File: src/rtl/fc_8b10b_pkg.sv
// Shared constants and table helpers for the FC 8B/10B transmit encoder.
// Provides the K28.5 symbol values, the default idle ordered set, the
// legal-K check and the RD-negative forms of the 5b/6b and 3b/4b codes.
package fc_8b10b_pkg;

  localparam logic [9:0]  K28_5_RDN         = 10'h0FA;
  localparam logic [9:0]  K28_5_RDP         = 10'h305;
  localparam logic [31:0] IDLE_WORD_DEFAULT = 32'hBC95B5B5;
  localparam logic [3:0]  IDLE_K_DEFAULT    = 4'b1000;

  // K28.0-K28.7 plus K23.7, K27.7, K29.7, K30.7
  function automatic logic is_legal_k(input logic [7:0] b);
    logic legal;
    case (b)
      8'h1C, 8'h3C, 8'h5C, 8'h7C, 8'h9C, 8'hBC, 8'hDC, 8'hFC,
      8'hF7, 8'hFB, 8'hFD, 8'hFE: legal = 1'b1;
      default:                    legal = 1'b0;
    endcase
    return legal;
  endfunction

  // 5b/6b code (abcdei) as used when RD is negative
  function automatic logic [5:0] enc6_rdn(input logic [4:0] x);
    logic [5:0] c;
    case (x)
      5'd0:  c = 6'b100111;  5'd1:  c = 6'b011101;  5'd2:  c = 6'b101101;
      5'd3:  c = 6'b110001;  5'd4:  c = 6'b110101;  5'd5:  c = 6'b101001;
      5'd6:  c = 6'b011001;  5'd7:  c = 6'b111000;  5'd8:  c = 6'b111001;
      5'd9:  c = 6'b100101;  5'd10: c = 6'b010101;  5'd11: c = 6'b110100;
      5'd12: c = 6'b001101;  5'd13: c = 6'b101100;  5'd14: c = 6'b011100;
      5'd15: c = 6'b010111;  5'd16: c = 6'b011011;  5'd17: c = 6'b100011;
      5'd18: c = 6'b010011;  5'd19: c = 6'b110010;  5'd20: c = 6'b001011;
      5'd21: c = 6'b101010;  5'd22: c = 6'b011010;  5'd23: c = 6'b111010;
      5'd24: c = 6'b110011;  5'd25: c = 6'b100110;  5'd26: c = 6'b010110;
      5'd27: c = 6'b110110;  5'd28: c = 6'b001110;  5'd29: c = 6'b101110;
      5'd30: c = 6'b011110;  5'd31: c = 6'b101011;
      default: c = 6'b000000;
    endcase
    return c;
  endfunction

  // 3b/4b code (fghj) as used when the RD after the 6b sub-block is negative
  function automatic logic [3:0] enc4_rdn(input logic [2:0] y, input logic alt7);
    logic [3:0] c;
    case (y)
      3'd0: c = 4'b1011;  3'd1: c = 4'b1001;  3'd2: c = 4'b0101;
      3'd3: c = 4'b1100;  3'd4: c = 4'b1101;  3'd5: c = 4'b1010;
      3'd6: c = 4'b0110;  3'd7: c = alt7 ? 4'b0111 : 4'b1110;
      default: c = 4'b0000;
    endcase
    return c;
  endfunction

endpackage

File: src/rtl/fc_8b10b_tx_encoder_if.sv
// Word-in / symbol-out bundle of the FC 8B/10B transmit encoder.
// master: word source (drives in_data/in_k/in_valid, sees everything else).
// slave : the encoder (accepts words, drives in_ready and the symbol outputs).
interface fc_8b10b_tx_encoder_if;
  logic [31:0] in_data;
  logic [3:0]  in_k;
  logic        in_valid;
  logic        in_ready;
  logic [9:0]  out_symbol;
  logic        out_word_start;
  logic        out_rd;
  logic        out_code_err;

  modport master (
    output in_data, in_k, in_valid,
    input  in_ready, out_symbol, out_word_start, out_rd, out_code_err
  );

  modport slave (
    input  in_data, in_k, in_valid,
    output in_ready, out_symbol, out_word_start, out_rd, out_code_err
  );
endinterface

File: src/rtl/fc_8b10b_enc_byte.sv
// Combinational 8B/10B encoder for a single byte.
// Ports: data/k  - byte and its K request
//        rd_in   - running disparity before the symbol (1 = positive)
//        sym     - 10-bit symbol, bit 9 = a
//        rd_out  - running disparity after the symbol
//        k_err   - K requested for a byte that is not a legal K code
module fc_8b10b_enc_byte
  import fc_8b10b_pkg::*;
(
  input  logic [7:0] data,
  input  logic       k,
  input  logic       rd_in,
  output logic [9:0] sym,
  output logic       rd_out,
  output logic       k_err
);

  logic [4:0] x;
  logic [2:0] y;
  logic       k_legal;
  logic       k28;
  logic [5:0] c6_base;
  logic [5:0] c6;
  logic       bal6;
  logic       rd6;
  logic       alt7;
  logic [3:0] c4_base;
  logic [3:0] c4;
  logic       bal4;
  logic       flip4;

  // Encode 6b then 4b sub-blocks, each chosen by the disparity in force before it
  always_comb begin
    x       = data[4:0];
    y       = data[7:5];
    k_legal = k && is_legal_k(data);
    k_err   = k && !k_legal;
    k28     = k_legal && (x == 5'd28);

    c6_base = k28 ? 6'b001111 : enc6_rdn(x);
    bal6    = ($countones(c6_base) == 32'd3);
    // D.7 is balanced but still has distinct RD- and RD+ forms
    c6      = (rd_in && (!bal6 || (x == 5'd7))) ? ~c6_base : c6_base;
    rd6     = bal6 ? rd_in : ~rd_in;

    // Alternate D.x.7 avoids a run of five equal bits across the 6b/4b seam;
    // K codes with y = 7 always use the alternate form.
    alt7    = k_legal
           || (!rd6 && ((x == 5'd17) || (x == 5'd18) || (x == 5'd20)))
           || ( rd6 && ((x == 5'd11) || (x == 5'd13) || (x == 5'd14)));
    c4_base = enc4_rdn(y, alt7);
    bal4    = ($countones(c4_base) == 32'd2);

    // K28 balanced 4b codes take the inverted pattern, so the whole symbol
    // keeps the comma polarity of its 6b block.
    if (rd6 && (!bal4 || (y == 3'd3))) begin
      flip4 = 1'b1;
    end else if (k28 && !rd6 && bal4 && (y != 3'd3)) begin
      flip4 = 1'b1;
    end else begin
      flip4 = 1'b0;
    end
    c4     = flip4 ? ~c4_base : c4_base;
    sym    = {c6, c4};
    rd_out = bal4 ? rd6 : ~rd6;
  end

endmodule

File: src/rtl/fc_8b10b_tx_encoder.sv
// FC 8G transmit 8B/10B encoder: one 10-bit symbol per clock from 32-bit words.
// Ports: clk      - symbol clock
//        reset_n  - asynchronous active-low reset
//        bus      - slave side of fc_8b10b_tx_encoder_if (word in, symbol out)
// A free-running byte counter walks the word register MSB byte first. The word
// register reloads on the cnt 3->0 edge with the offered word, or with the idle
// ordered set when none is offered, so the line is never starved.
module fc_8b10b_tx_encoder
  import fc_8b10b_pkg::*;
#(
  parameter logic [31:0] IDLE_WORD = IDLE_WORD_DEFAULT,
  parameter logic [3:0]  IDLE_K    = IDLE_K_DEFAULT
) (
  input  logic                     clk,
  input  logic                     reset_n,
  fc_8b10b_tx_encoder_if.slave     bus
);

  logic [1:0]  cnt;
  logic [1:0]  cnt_next;
  logic [31:0] word;
  logic [31:0] word_next;
  logic [3:0]  word_k;
  logic [3:0]  word_k_next;
  logic        ready;
  logic        ready_next;
  logic [9:0]  symbol;
  logic        word_start;
  logic        rd;
  logic        code_err;

  logic [7:0]  sel_byte;
  logic        sel_k;
  logic [9:0]  enc_sym;
  logic        enc_rd;
  logic        enc_err;

  // Pick the byte addressed by the counter, [31:24] first
  always_comb begin
    case (cnt)
      2'd0:    begin sel_byte = word[31:24]; sel_k = word_k[3]; end
      2'd1:    begin sel_byte = word[23:16]; sel_k = word_k[2]; end
      2'd2:    begin sel_byte = word[15:8];  sel_k = word_k[1]; end
      default: begin sel_byte = word[7:0];   sel_k = word_k[0]; end
    endcase
  end

  fc_8b10b_enc_byte u_enc (
    .data   (sel_byte),
    .k      (sel_k),
    .rd_in  (rd),
    .sym    (enc_sym),
    .rd_out (enc_rd),
    .k_err  (enc_err)
  );

  // Counter, handshake and word-register next state
  always_comb begin
    cnt_next    = cnt + 2'd1;
    ready_next  = (cnt == 2'd2);
    word_next   = word;
    word_k_next = word_k;
    if (cnt == 2'd3) begin
      if (bus.in_valid && ready) begin
        word_next   = bus.in_data;
        word_k_next = bus.in_k;
      end else begin
        word_next   = IDLE_WORD;
        word_k_next = IDLE_K;
      end
    end else begin
      word_next   = word;
      word_k_next = word_k;
    end
  end

  // State and registered outputs; rd doubles as out_rd
  always_ff @(posedge clk or negedge reset_n) begin
    if (!reset_n) begin
      cnt        <= 2'd0;
      word       <= IDLE_WORD;
      word_k     <= IDLE_K;
      ready      <= 1'b0;
      symbol     <= 10'h000;
      word_start <= 1'b0;
      rd         <= 1'b0;
      code_err   <= 1'b0;
    end else begin
      cnt        <= cnt_next;
      word       <= word_next;
      word_k     <= word_k_next;
      ready      <= ready_next;
      symbol     <= enc_sym;
      word_start <= (cnt == 2'd0);
      rd         <= enc_rd;
      code_err   <= enc_err;
    end
  end

  assign bus.in_ready       = ready;
  assign bus.out_symbol     = symbol;
  assign bus.out_word_start = word_start;
  assign bus.out_rd         = rd;
  assign bus.out_code_err   = code_err;

endmodule

File: src/flat_wrapper.sv
// flat-port wrapper written by rule: the top's interface ports become plain ports
module fc_8b10b_tx_encoder_flat import fc_8b10b_pkg::*;
#(
  parameter logic [31:0] IDLE_WORD = IDLE_WORD_DEFAULT,
  parameter logic [3:0]  IDLE_K    = IDLE_K_DEFAULT
)
  (clk, reset_n, bus_in_data, bus_in_k, bus_in_valid, bus_in_ready, bus_out_symbol, bus_out_word_start, bus_out_rd, bus_out_code_err);
  fc_8b10b_tx_encoder_if bus_i ();
  input  logic clk;
  input  logic reset_n;
  input wire logic [$bits(bus_i.in_data)-1:0] bus_in_data;
  input wire logic [$bits(bus_i.in_k)-1:0] bus_in_k;
  input wire logic [$bits(bus_i.in_valid)-1:0] bus_in_valid;
  output wire logic [$bits(bus_i.in_ready)-1:0] bus_in_ready;
  output wire logic [$bits(bus_i.out_symbol)-1:0] bus_out_symbol;
  output wire logic [$bits(bus_i.out_word_start)-1:0] bus_out_word_start;
  output wire logic [$bits(bus_i.out_rd)-1:0] bus_out_rd;
  output wire logic [$bits(bus_i.out_code_err)-1:0] bus_out_code_err;
  assign bus_i.in_data = bus_in_data;
  assign bus_i.in_k = bus_in_k;
  assign bus_i.in_valid = bus_in_valid;
  assign bus_in_ready = bus_i.in_ready;
  assign bus_out_symbol = bus_i.out_symbol;
  assign bus_out_word_start = bus_i.out_word_start;
  assign bus_out_rd = bus_i.out_rd;
  assign bus_out_code_err = bus_i.out_code_err;
  fc_8b10b_tx_encoder #(.IDLE_WORD(IDLE_WORD), .IDLE_K(IDLE_K)) u_core (.clk(clk), .reset_n(reset_n), .bus(bus_i));
endmodule
File: config.mk
export PLATFORM = sky130hd
export DESIGN_NAME = fc_8b10b_tx_encoder_flat
export DESIGN_NICKNAME = d
export VERILOG_FILES = /design/src/rtl/fc_8b10b_pkg.sv /design/src/rtl/fc_8b10b_tx_encoder_if.sv /design/src/rtl/fc_8b10b_enc_byte.sv /design/src/rtl/fc_8b10b_tx_encoder.sv /design/src/flat_wrapper.sv
export SDC_FILE = /design/constraint.sdc
export NUM_CORES = 1
export LEC_CHECK = 0
export BUFFER_PORTS_ARGS = -buffer_cell sky130_fd_sc_hd__buf_2
export CORE_MARGIN = 2
export CORE_UTILIZATION = 35
export DETAILED_ROUTE_END_ITERATION = 8
export PLACE_DENSITY = 0.56
export SYNTH_ARGS = -nofsm -noshare
export SYNTH_HDL_FRONTEND = slang
export SYNTH_SLANG_ARGS = --single-unit
File: constraint.sdc
create_clock -name clk -period 9.03 [get_ports clk]
set_input_delay 0.903 -clock clk [delete_from_list [all_inputs] [get_ports clk]]
set_output_delay 0.903 -clock clk [all_outputs]
set_load 0.1 [all_outputs]
==> run_results.csv, run 1 <==
group,metric,value,unit
power_and_ir_drop,irDropWorstVdd,0.0000979,V
sta,slew_headroom,45.8,%
sta,fmax,127,MHz
floorplan,start_util,35.7,%
sta,hold_viol,0,
worst_setup_path,cp-start-kind,"flop",
global_routing,grt_max_degree,53,
power_and_ir_drop,leakage,1.46,nW
placed_design,place_inst,423,
cells_and_area,postLayoutCoreUtil,41.1,%
sta,setup_viol,0,
clocking,cts.htree.levels,2,
routing,vias_per_cell,5.22,
clocking,post_cts_buffers,0,
power_and_ir_drop,power,0.777,mW
cells_and_area,syn_to_final_growth,15.0,%
clocking,cts_resized,0,
routing,vias,2249,
logic_synthesis,yosys_warnings,0,
sta,period_needed,7.90,ns
clocking,cts_buffers,5,
clocking,clockBufferDepth,2,
cells_and_area,fin_nets,383,
global_routing,gr-total-overflow,0,
logic_synthesis,ys_types,49,
sta,finClkSkew,0.00485,ns
logic_synthesis,synthFlopType,"dfrtp_1",
clocking,path_clk_slew,0.10,ns
routing,drt-initial-drc-count,144,
global_routing,grt_use_total,15.7,%
worst_setup_path,critical_path.endpoint_type,"flop",
outcome,status,"complete, no violations",
worst_setup_path,r2r-start,"u_core.cnt[0]",
worst_setup_path,reg2reg_slack,1.13,ns
routing,routed_wl,6.60,mm
logic_synthesis,synth_edf_count,0,
routing,dr.pass1.iters,5,
cells_and_area,diodes,0,
routing,antenna_left,0,
clocking,cts_root_buf,"clkbuf_8",
global_routing,grt_pass1_wl,11.0,mm
worst_setup_path,crit_top_cell,"ha_1",
cells_and_area,final_area,3320,um^2
logic_synthesis,async_flop_share,100,%
floorplan,die_h,94.9,um
cells_and_area,num-fill-cells,838,
clocking,worstSkewPairLatency,0.31,ns
global_routing,grt_pass1_vias,2236,
worst_setup_path,reg2regPathDepth,30,
hold_path,hp-class,"reg -> reg",
logic_synthesis,synth_seq_area_share,45.9,%
clocking,cts_tree,"built",
cells_and_area,layout-drive-gt1-share,28.8,%
placed_design,globalplace.congestion,0.809,
routing,drc,0,
placed_design,hpwl,4.80,mm
worst_setup_path,critPathArrivalTime,8.09,ns
worst_setup_path,crit_type,"reg -> reg",
placed_design,placed_area,3230,um^2
clocking,cts_hold_buf,0,
global_routing,antenna_found_initial,0,
flow_run,drv_cap,0,
floorplan,die-area,9000,um^2
worst_setup_path,slowest_delay,0.54,ns
logic_synthesis,syn_area_per_cell,10.4,um^2
cells_and_area,stdcell_count,431,
worst_setup_path,cp_slowest_cell,"a21boi_0",
sta,setup_ws,1.13,ns
worst_setup_path,r2r-end,"u_core.bus.out_symbol[1]",
sta,drv_slew,0,
routing,wl_per_cell,15.3,um
sta,tns,0,ns
logic_synthesis,synth.cell_area,2890,um^2
placed_design,io_buffers,52,
logic_synthesis,ys_ff_latch,52,
worst_setup_path,crit_end,"u_core.bus.out_symbol[1]",
floorplan,ioPinCount,53,
sta,grt_setup_unrepaired,"false",
worst_setup_path,critPathRequiredTime,9.22,ns
worst_setup_path,cp-startpoint,"u_core.cnt[0]",
floorplan,rows,33,
sta,hold_ws,0.549,ns
clocking,cts_sinks,52,
placed_design,post-place-ws,1.14,ns
logic_synthesis,syn_nets,337,
power_and_ir_drop,pwr_density_cell,234,nW/um^2
worst_setup_path,worstPathMaxFanout,10,
sta,period_share,87.4,%
floorplan,die_x,94.9,um
logic_synthesis,syn_inst,279,
sta,worst_pin_slew,0.810,ns
floorplan,core-area,8090,um^2
per-layer routing:
layer	wire length [um]	global-route usage, %
met2	3070	24.9
met3	311	3.19
met1	3140	22.0
met5	0	0
met4	80	4.23
logic make-up after synthesis:
group                    Yosys count  share of synthesized area [%]
AO/OA/AOI/OAI                     87                           23.0
XOR/XNOR                          13                           3.94
adder cells (fa/ha/maj)           19                           9.26
buffers and inverters             42                           5.88
flip-flops                        52                           45.9
multiplexers                       8                           2.86
AND/OR/NAND/NOR                   58                           9.17
cell usage in the layout (no fill, tap or decap), types with 2 or more instances in the layout:
master	n
a21o_1	3
a211oi_1	2
mux2_2	2
o31ai_1	2
xor2_1	3
nor2_1	12
buf_2	52
nand3_1	5
a222oi_1	9
dfrtp_1	32
nand3b_1	2
mux2i_1	6
dfstp_2	20
and3_1	2
ha_1	15
nand2_1	25
a21oi_1	7
o21ai_2	2
nor3_1	3
xnor2_1	10
fa_1	4
a22oi_1	2
buf_4	3
nand4_1	2
clkbuf_8	5
o22a_1	20
inv_1	25
o21bai_1	2
nor2b_1	3
o21ai_0	24
synthesized netlist by cell type (all sizes together) (2+ instances only):
library cell   n  area share (%)
nor2          12             1.6
dfstp         20              18
nand3b         2            0.52
a211oi         2            0.52
mux2           2            0.78
o21ai         26             4.8
o22a          20             6.1
fa             4             2.8
a222oi         9             3.1
a2111oi        2             1.3
and3           2            0.43
mux2i          6             2.1
dfrtp         32              28
nor3           3            0.52
xnor2         10             3.0
xor2           3            0.91
a21o           3            0.78
nor2b          3            0.65
nand2         25             3.2
nand3          5            0.87
nand4          2            0.43
clkbuf        11             1.4
ha            15             6.5
a21oi          8             1.5
o21bai         2            0.52
a22oi          2            0.52
inv           26             3.4
buf            5             1.1
o31ai          2            0.52
power by group:
group / internal [mW] / leakage, nW / switching [mW]
clock network: 0.0558 / 0.0485 / 0.0830
logic: 0.0808 / 0.811 / 0.273
registers: 0.272 / 0.603 / 0.0124
total: 0.408 / 1.46 / 0.369
sequential cells by signal, indices dropped and copies added (netlist names):
register and flops:
u_core.bus.in_ready 1, u_core.bus.out_code_err 1, u_core.cnt 2, u_core.word_k 4, u_core.word 32, u_core.bus.out_rd 1, u_core.bus.out_symbol 10, u_core.bus.out_word_start 1
area by class of cell:
cell class	count	area, um^2	share of cell area [%]
repair buffers	55	283	8.51
clock inverters	3	22.5	0.677
inverters	26	97.6	2.94
flip-flops and latches	52	1330	39.9
well taps	105	131	3.95
multi-input cells	185	1400	42.0
clock buffers	5	68.8	2.07
worst max-delay path: cells and delay by family, from the launching register on:
family | cells | cell delay [ns]
AND/OR/NAND/NOR | 6 | 0.80
flip-flops | 1 | 0.43
adder cells (fa/ha/maj) | 9 | 3.31
multiplexers | 1 | 0.30
AO/OA/AOI/OAI | 9 | 2.32
buffers and inverters | 3 | 0.22
XOR/XNOR | 2 | 0.38
worst min-delay path by stage:
stage                         start  cells past startpoint  slack [ns]         endpoint
finish                u_core.cnt[0]                      1        0.55    u_core.cnt[0]
global route        u_core.word[22]                      2        0.58  u_core.word[22]
CTS                   u_core.cnt[0]                      1        0.55    u_core.cnt[0]
detailed placement   u_core.word[1]                      2        0.54   u_core.word[1]
global placement      u_core.cnt[0]                      1        0.51    u_core.cnt[0]
floorplan             u_core.cnt[0]                      1        0.49    u_core.cnt[0]
No activity file was read; power rests on OpenSTA's default activity.
==> run 2, diff against run 1 <==
--- a/config.mk
+++ b/config.mk
@@ -6,6 +6,7 @@
 export NUM_CORES = 1
 export LEC_CHECK = 0
 export BUFFER_PORTS_ARGS = -buffer_cell sky130_fd_sc_hd__buf_2
+export CORE_ASPECT_RATIO = 0.5
 export CORE_MARGIN = 2
 export CORE_UTILIZATION = 35
 export DETAILED_ROUTE_END_ITERATION = 8
==> run_results.csv, run 2 (same netlist as run 1, synthesis figures left out) <==
group,metric,value,unit
routing,vias,2251,
worst_setup_path,cp_slowest_cell,"a21boi_0",
cells_and_area,multi_input_comb_area,1400,um^2
power_and_ir_drop,clock_power_share,23.1,%
routing,wl_met3,339,um
clocking,cts_sinks,52,
clocking,post_cts_buffers,0,
worst_setup_path,reg2regPathDepth,30,
floorplan,start_util,36.1,%
worst_setup_path,worstPathMaxFanout,10,
sta,grt_setup_unrepaired,"false",
placed_design,globalplace.congestion,0.833,
sta,setup_viol,0,
cells_and_area,largest_register,"u_core.word",
routing,wl_met2,3.01,mm
global_routing,gr-total-overflow,0,
floorplan,core-area,8000,um^2
sta,slew_headroom,44.9,%
worst_setup_path,reg2reg_slack,1.10,ns
routing,routed.top_layer,"met4",
cells_and_area,final_area,3390,um^2
cells_and_area,layout-drive-gt1-share,28.5,%
hold_path,hp-class,"reg -> reg",
hold_path,whs_path_depth,2,
worst_setup_path,crit_top_cell,"ha_1",
clocking,path_clk_slew,0.07,ns
placed_design,post-place-ws,1.12,ns
worst_setup_path,r2r-start,"u_core.cnt[0]",
worst_setup_path,r2r-end,"u_core.bus.out_symbol[1]",
floorplan,ioPinCount,53,
global_routing,grt_max_degree,53,
routing,wl_met1,3.21,mm
cells_and_area,diodes,0,
routing,wl_per_cell,15.1,um
power_and_ir_drop,irDropWorstVdd,0.000217,V
power_and_ir_drop,combinationalPowerShare,42.8,%
sta,period_needed,7.93,ns
global_routing,grt_use_total,15.6,%
sta,hold_viol,0,
power_and_ir_drop,share_seq_of_total_power,34.1,%
power_and_ir_drop,netSwitchingFraction,45.1,%
routing,drc,0,
sta,worst_pin_slew,0.824,ns
worst_setup_path,cp-start-kind,"flop",
routing,drt-initial-drc-count,183,
sta,drv_slew,0,
sta,finClkSkew,0.00423,ns
placed_design,placed_area,3240,um^2
worst_setup_path,crit_type,"reg -> reg",
clocking,cts_hold_buf,0,
hold_path,hp-start,"u_core.word[1]",
cells_and_area,final_common_cell,"buf_2",
clocking,clockBufferDepth,2,
worst_setup_path,worst-path-buf-inv,3,
sta,period_share,87.8,%
clocking,cts_buffers,5,
worst_setup_path,critPathArrivalTime,8.11,ns
routing,antenna_left,0,
cells_and_area,final_cell_mix,"buf_2, dfrtp_1, inv_1, nand2_1, o21ai_0",
routing,routed_wl,6.63,mm
outcome,status,"complete, no violations",
sta,fmax,126,MHz
worst_setup_path,critPathRequiredTime,9.21,ns
worst_setup_path,critical_path.endpoint_type,"flop",
cells_and_area,fin_nets,383,
cells_and_area,syn_to_final_growth,17.1,%
power_and_ir_drop,p_sw,0.375,mW
clocking,worstSkewPairLatency,0.30,ns
sta,setup_ws,1.10,ns
power_and_ir_drop,leakage,1.48,nW
routing,dr.pass1.iters,5,
clocking,cts_resized,0,
worst_setup_path,critPathTopFamily,"adder cells",
hold_path,hold_end,"u_core.word[1]",
global_routing,grt_pass1_vias,2206,
clocking,cts_root_buf,"clkbuf_16",
clocking,cts_tree,"built",
floorplan,die_h,68.3,um
power_and_ir_drop,pwr_density_cell,245,nW/um^2
cells_and_area,num-fill-cells,808,
global_routing,antenna_found_initial,0,
placed_design,io_buffers,52,
power_and_ir_drop,p_int,0.456,mW
floorplan,die-area,9050,um^2
flow_run,drv_cap,0,
cells_and_area,seq_area,1330,um^2
clocking,cts.htree.levels,2,
floorplan,rows,23,
worst_setup_path,slowest_delay,0.56,ns
placed_design,hpwl,4.86,mm
sta,tns,0,ns
cells_and_area,largest_register_ffs,32,
routing,vias_per_cell,5.14,
global_routing,grt_pass1_wl,10.9,mm
floorplan,die_x,133,um
[run 2: cell type report]
| cell class | instances | area share [%] |
|---|---|---|
| multi-input combinational | 185 | 41.2 |
| clock inverter | 2 | 0.480 |
| sequential | 52 | 39.2 |
| clock buffer | 6 | 3.80 |
| inverter | 26 | 2.88 |
| tap | 112 | 4.14 |
| timing repair buffer | 55 | 8.35 |
[run 2: worst min-delay path, stage by stage, from the launching register on]
cell     delay [ns]
dfrtp_1        0.32
inv_1          0.05
o21ai_0        0.14
[run 2: worst max-delay path by stage]
stage | cells past startpoint | from | to
2_1_floorplan | 31 | u_core.cnt[0] | u_core.bus.out_symbol[1]
6_report | 30 | u_core.cnt[0] | u_core.bus.out_symbol[1]
3_3_place_gp | 31 | u_core.cnt[0] | u_core.bus.out_symbol[0]
4_1_cts | 30 | u_core.cnt[0] | u_core.bus.out_symbol[1]
5_1_grt | 31 | u_core.cnt[0] | u_core.bus.out_symbol[3]
3_5_place_dp | 30 | u_core.cnt[0] | u_core.bus.out_symbol[3]
[run 2: metal layers]
metal	GRT usage, %	vias up
met2	24.4	60
met1	21.7	1105
met5	0	-
li1	-	1081
met3	3.63	5
met4	5.38	0
[run 2: through the flow]
step,cells,utilization (%),total power [mW],hold slack (ns)
3_5_place_dp,430,40.5,0.646,0.531
2_1_floorplan,279,-,0.585,0.494
3_3_place_gp,430,40.5,0.644,0.506
4_1_cts,438,42.3,0.840,0.542
6_report,438,42.3,0.831,0.539
5_1_grt,438,42.3,0.873,0.560
[run 2: power groups by stage]
stage | sequential, mW | combinational (mW) | clock, mW
2_1_floorplan | 0.477 | 0.108 | 0
3_3_place_gp | 0.288 | 0.355 | 0
3_5_place_dp | 0.288 | 0.358 | 0
4_1_cts | 0.284 | 0.359 | 0.197
5_1_grt | 0.288 | 0.377 | 0.208
6_report | 0.283 | 0.356 | 0.192
==> run 3, diff against run 2 <==
--- a/config.mk
+++ b/config.mk
@@ -9,8 +9,10 @@
 export CORE_ASPECT_RATIO = 0.5
 export CORE_MARGIN = 2
 export CORE_UTILIZATION = 35
+export CTS_BUF_LIST = sky130_fd_sc_hd__clkbuf_4
 export DETAILED_ROUTE_END_ITERATION = 8
 export PLACE_DENSITY = 0.56
 export SYNTH_ARGS = -nofsm -noshare
 export SYNTH_HDL_FRONTEND = slang
 export SYNTH_SLANG_ARGS = --single-unit
+export TNS_END_PERCENT = 20
==> run_results.csv, run 3 (same netlist as run 1, synthesis figures left out) <==
group,metric,value,unit
outcome,status,"complete, no violations",
cells_and_area,largest_register_ffs,32,
routing,drc,0,
floorplan,die_h,68.3,um
power_and_ir_drop,p_int,0.386,mW
cells_and_area,final_cell_mix,"buf_2, dfrtp_1, inv_1, nand2_1, o21ai_0",
clocking,cts_sinks,52,
sta,setup_viol,0,
worst_setup_path,cp-start-kind,"flop",
power_and_ir_drop,pwr_density_cell,228,nW/um^2
clocking,cts_resized,0,
floorplan,start_util,36.1,%
placed_design,io_buffers,52,
global_routing,grt_use_total,15.4,%
worst_setup_path,cp_slowest_cell,"a21boi_0",
global_routing,grt_max_degree,53,
routing,drt-initial-drc-count,162,
floorplan,core-area,8000,um^2
placed_design,post-place-ws,1.12,ns
sta,period_needed,7.94,ns
sta,slew_headroom,44.1,%
floorplan,rows,23,
cells_and_area,final_common_cell,"buf_2",
routing,wl_met1,3.28,mm
worst_setup_path,r2r-start,"u_core.cnt[0]",
cells_and_area,num-fill-cells,819,
routing,dr.pass1.iters,5,
power_and_ir_drop,share_seq_of_total_power,37.6,%
global_routing,grt_pass1_wl,10.8,mm
power_and_ir_drop,netSwitchingFraction,48.6,%
clocking,post_cts_buffers,0,
routing,vias,2213,
cells_and_area,fin_nets,383,
sta,fmax,126,MHz
sta,tns,0,ns
global_routing,grt_pass1_vias,2191,
worst_setup_path,crit_type,"reg -> reg",
clocking,clockBufferDepth,2,
worst_setup_path,worstPathMaxFanout,10,
routing,routed_wl,6.63,mm
power_and_ir_drop,combinationalPowerShare,47.3,%
worst_setup_path,slowest_delay,0.56,ns
cells_and_area,largest_register,"u_core.word",
routing,vias_per_cell,5.05,
sta,finClkSkew,0.00408,ns
routing,routed.top_layer,"met4",
routing,wl_met3,329,um
sta,hold_viol,0,
sta,setup_ws,1.09,ns
placed_design,hpwl,4.86,mm
sta,grt_setup_unrepaired,"false",
hold_path,whs_path_depth,2,
worst_setup_path,critical_path.endpoint_type,"flop",
sta,hold_ws,0.555,ns
worst_setup_path,critPathRequiredTime,9.32,ns
cells_and_area,layout-drive-gt1-share,28.8,%
worst_setup_path,r2r-end,"u_core.bus.out_symbol[3]",
hold_path,hp-start,"u_core.word[17]",
floorplan,die_x,133,um
worst_setup_path,reg2regPathDepth,30,
clocking,cts_root_buf,"clkbuf_4",
sta,drv_slew,0,
worst_setup_path,crit_top_cell,"ha_1",
cells_and_area,diodes,0,
sta,period_share,88.0,%
global_routing,antenna_found_initial,0,
global_routing,gr-total-overflow,0,
cells_and_area,multi_input_comb_area,1400,um^2
worst_setup_path,reg2reg_slack,1.09,ns
hold_path,hp-class,"reg -> reg",
worst_setup_path,critPathArrivalTime,8.23,ns
floorplan,ioPinCount,53,
routing,wl_met2,2.96,mm
clocking,path_clk_slew,0.15,ns
clocking,cts_buffers,5,
clocking,worstSkewPairLatency,0.39,ns
power_and_ir_drop,irDropWorstVdd,0.000197,V
flow_run,drv_cap,0,
sta,worst_pin_slew,0.836,ns
cells_and_area,syn_to_final_growth,14.2,%
routing,antenna_left,0,
hold_path,hold_end,"u_core.word[17]",
power_and_ir_drop,clock_power_share,15.1,%
power_and_ir_drop,leakage,1.45,nW
cells_and_area,seq_area,1330,um^2
clocking,cts.htree.levels,2,
placed_design,globalplace.congestion,0.833,
power_and_ir_drop,p_sw,0.366,mW
floorplan,die-area,9050,um^2
clocking,cts_hold_buf,0,
routing,wl_per_cell,15.1,um
clocking,cts_tree,"built",
[run 3: changes by cell type in the layout (fill, tap and decap cells not counted)]
cell | before | now
clkbuf_1 | 1 | 0
clkbuf_4 | 0 | 6
clkbuf_16 | 5 | 0
[run 3: metrics by stage]
| step | cell area [um^2] | utilization [%] | cells | total power, mW |
|---|---|---|---|---|
| after global placement | 3240 | 40.5 | 430 | 0.644 |
| after floorplan | 2890 | - | 279 | 0.585 |
| after detailed placement | 3240 | 40.5 | 430 | 0.646 |
| final | 3300 | 41.3 | 438 | 0.752 |
| after global routing | 3300 | 41.3 | 438 | 0.792 |
| after CTS | 3300 | 41.3 | 438 | 0.762 |
[run 3: how the worst max path moves through the flow]
| stage | startpoint | slack (ns) | end | cells after the start |
|---|---|---|---|---|
| 3_3_place_gp | u_core.cnt[0] | 1.34 | u_core.bus.out_symbol[0] | 31 |
| 6_report | u_core.cnt[0] | 1.09 | u_core.bus.out_symbol[3] | 30 |
| 2_1_floorplan | u_core.cnt[0] | 1.85 | u_core.bus.out_symbol[1] | 31 |
| 3_5_place_dp | u_core.cnt[0] | 1.12 | u_core.bus.out_symbol[3] | 30 |
| 5_1_grt | u_core.cnt[0] | 0.25 | u_core.bus.out_symbol[3] | 31 |
| 4_1_cts | u_core.cnt[0] | 1.07 | u_core.bus.out_symbol[1] | 30 |
[run 3: per-layer routing]
metal	vias up	track usage [%]
met4	0	4.17
met1	1070	21.6
met3	6	3.63
met5	-	0
li1	1080	-
met2	57	24.3
[run 3: worst max-delay path: cells and delay by family, from the launching register on]
family | cells | cell delay, ns
adder cells (fa/ha/maj) | 9 | 3.30
AND/OR/NAND/NOR | 6 | 0.81
flip-flops | 1 | 0.45
multiplexers | 1 | 0.30
buffers and inverters | 3 | 0.22
XOR/XNOR | 2 | 0.38
AO/OA/AOI/OAI | 9 | 2.35
[run 3: layout make-up]
| type | instances | area share, % |
|---|---|---|
| clock buffer | 6 | 1.36 |
| clock inverter | 2 | 0.492 |
| multi-input combinational | 185 | 42.2 |
| tap | 112 | 4.24 |
| inverter | 26 | 2.95 |
| sequential | 52 | 40.2 |
| timing repair buffer | 55 | 8.56 |
[run 3: power groups by stage]
stage	clock (mW)	sequential [mW]	combinational (mW)
after floorplan	0	0.477	0.108
after global placement	0	0.288	0.355
after detailed placement	0	0.288	0.358
after CTS	0.120	0.284	0.359
after global routing	0.127	0.288	0.377
final	0.114	0.283	0.356
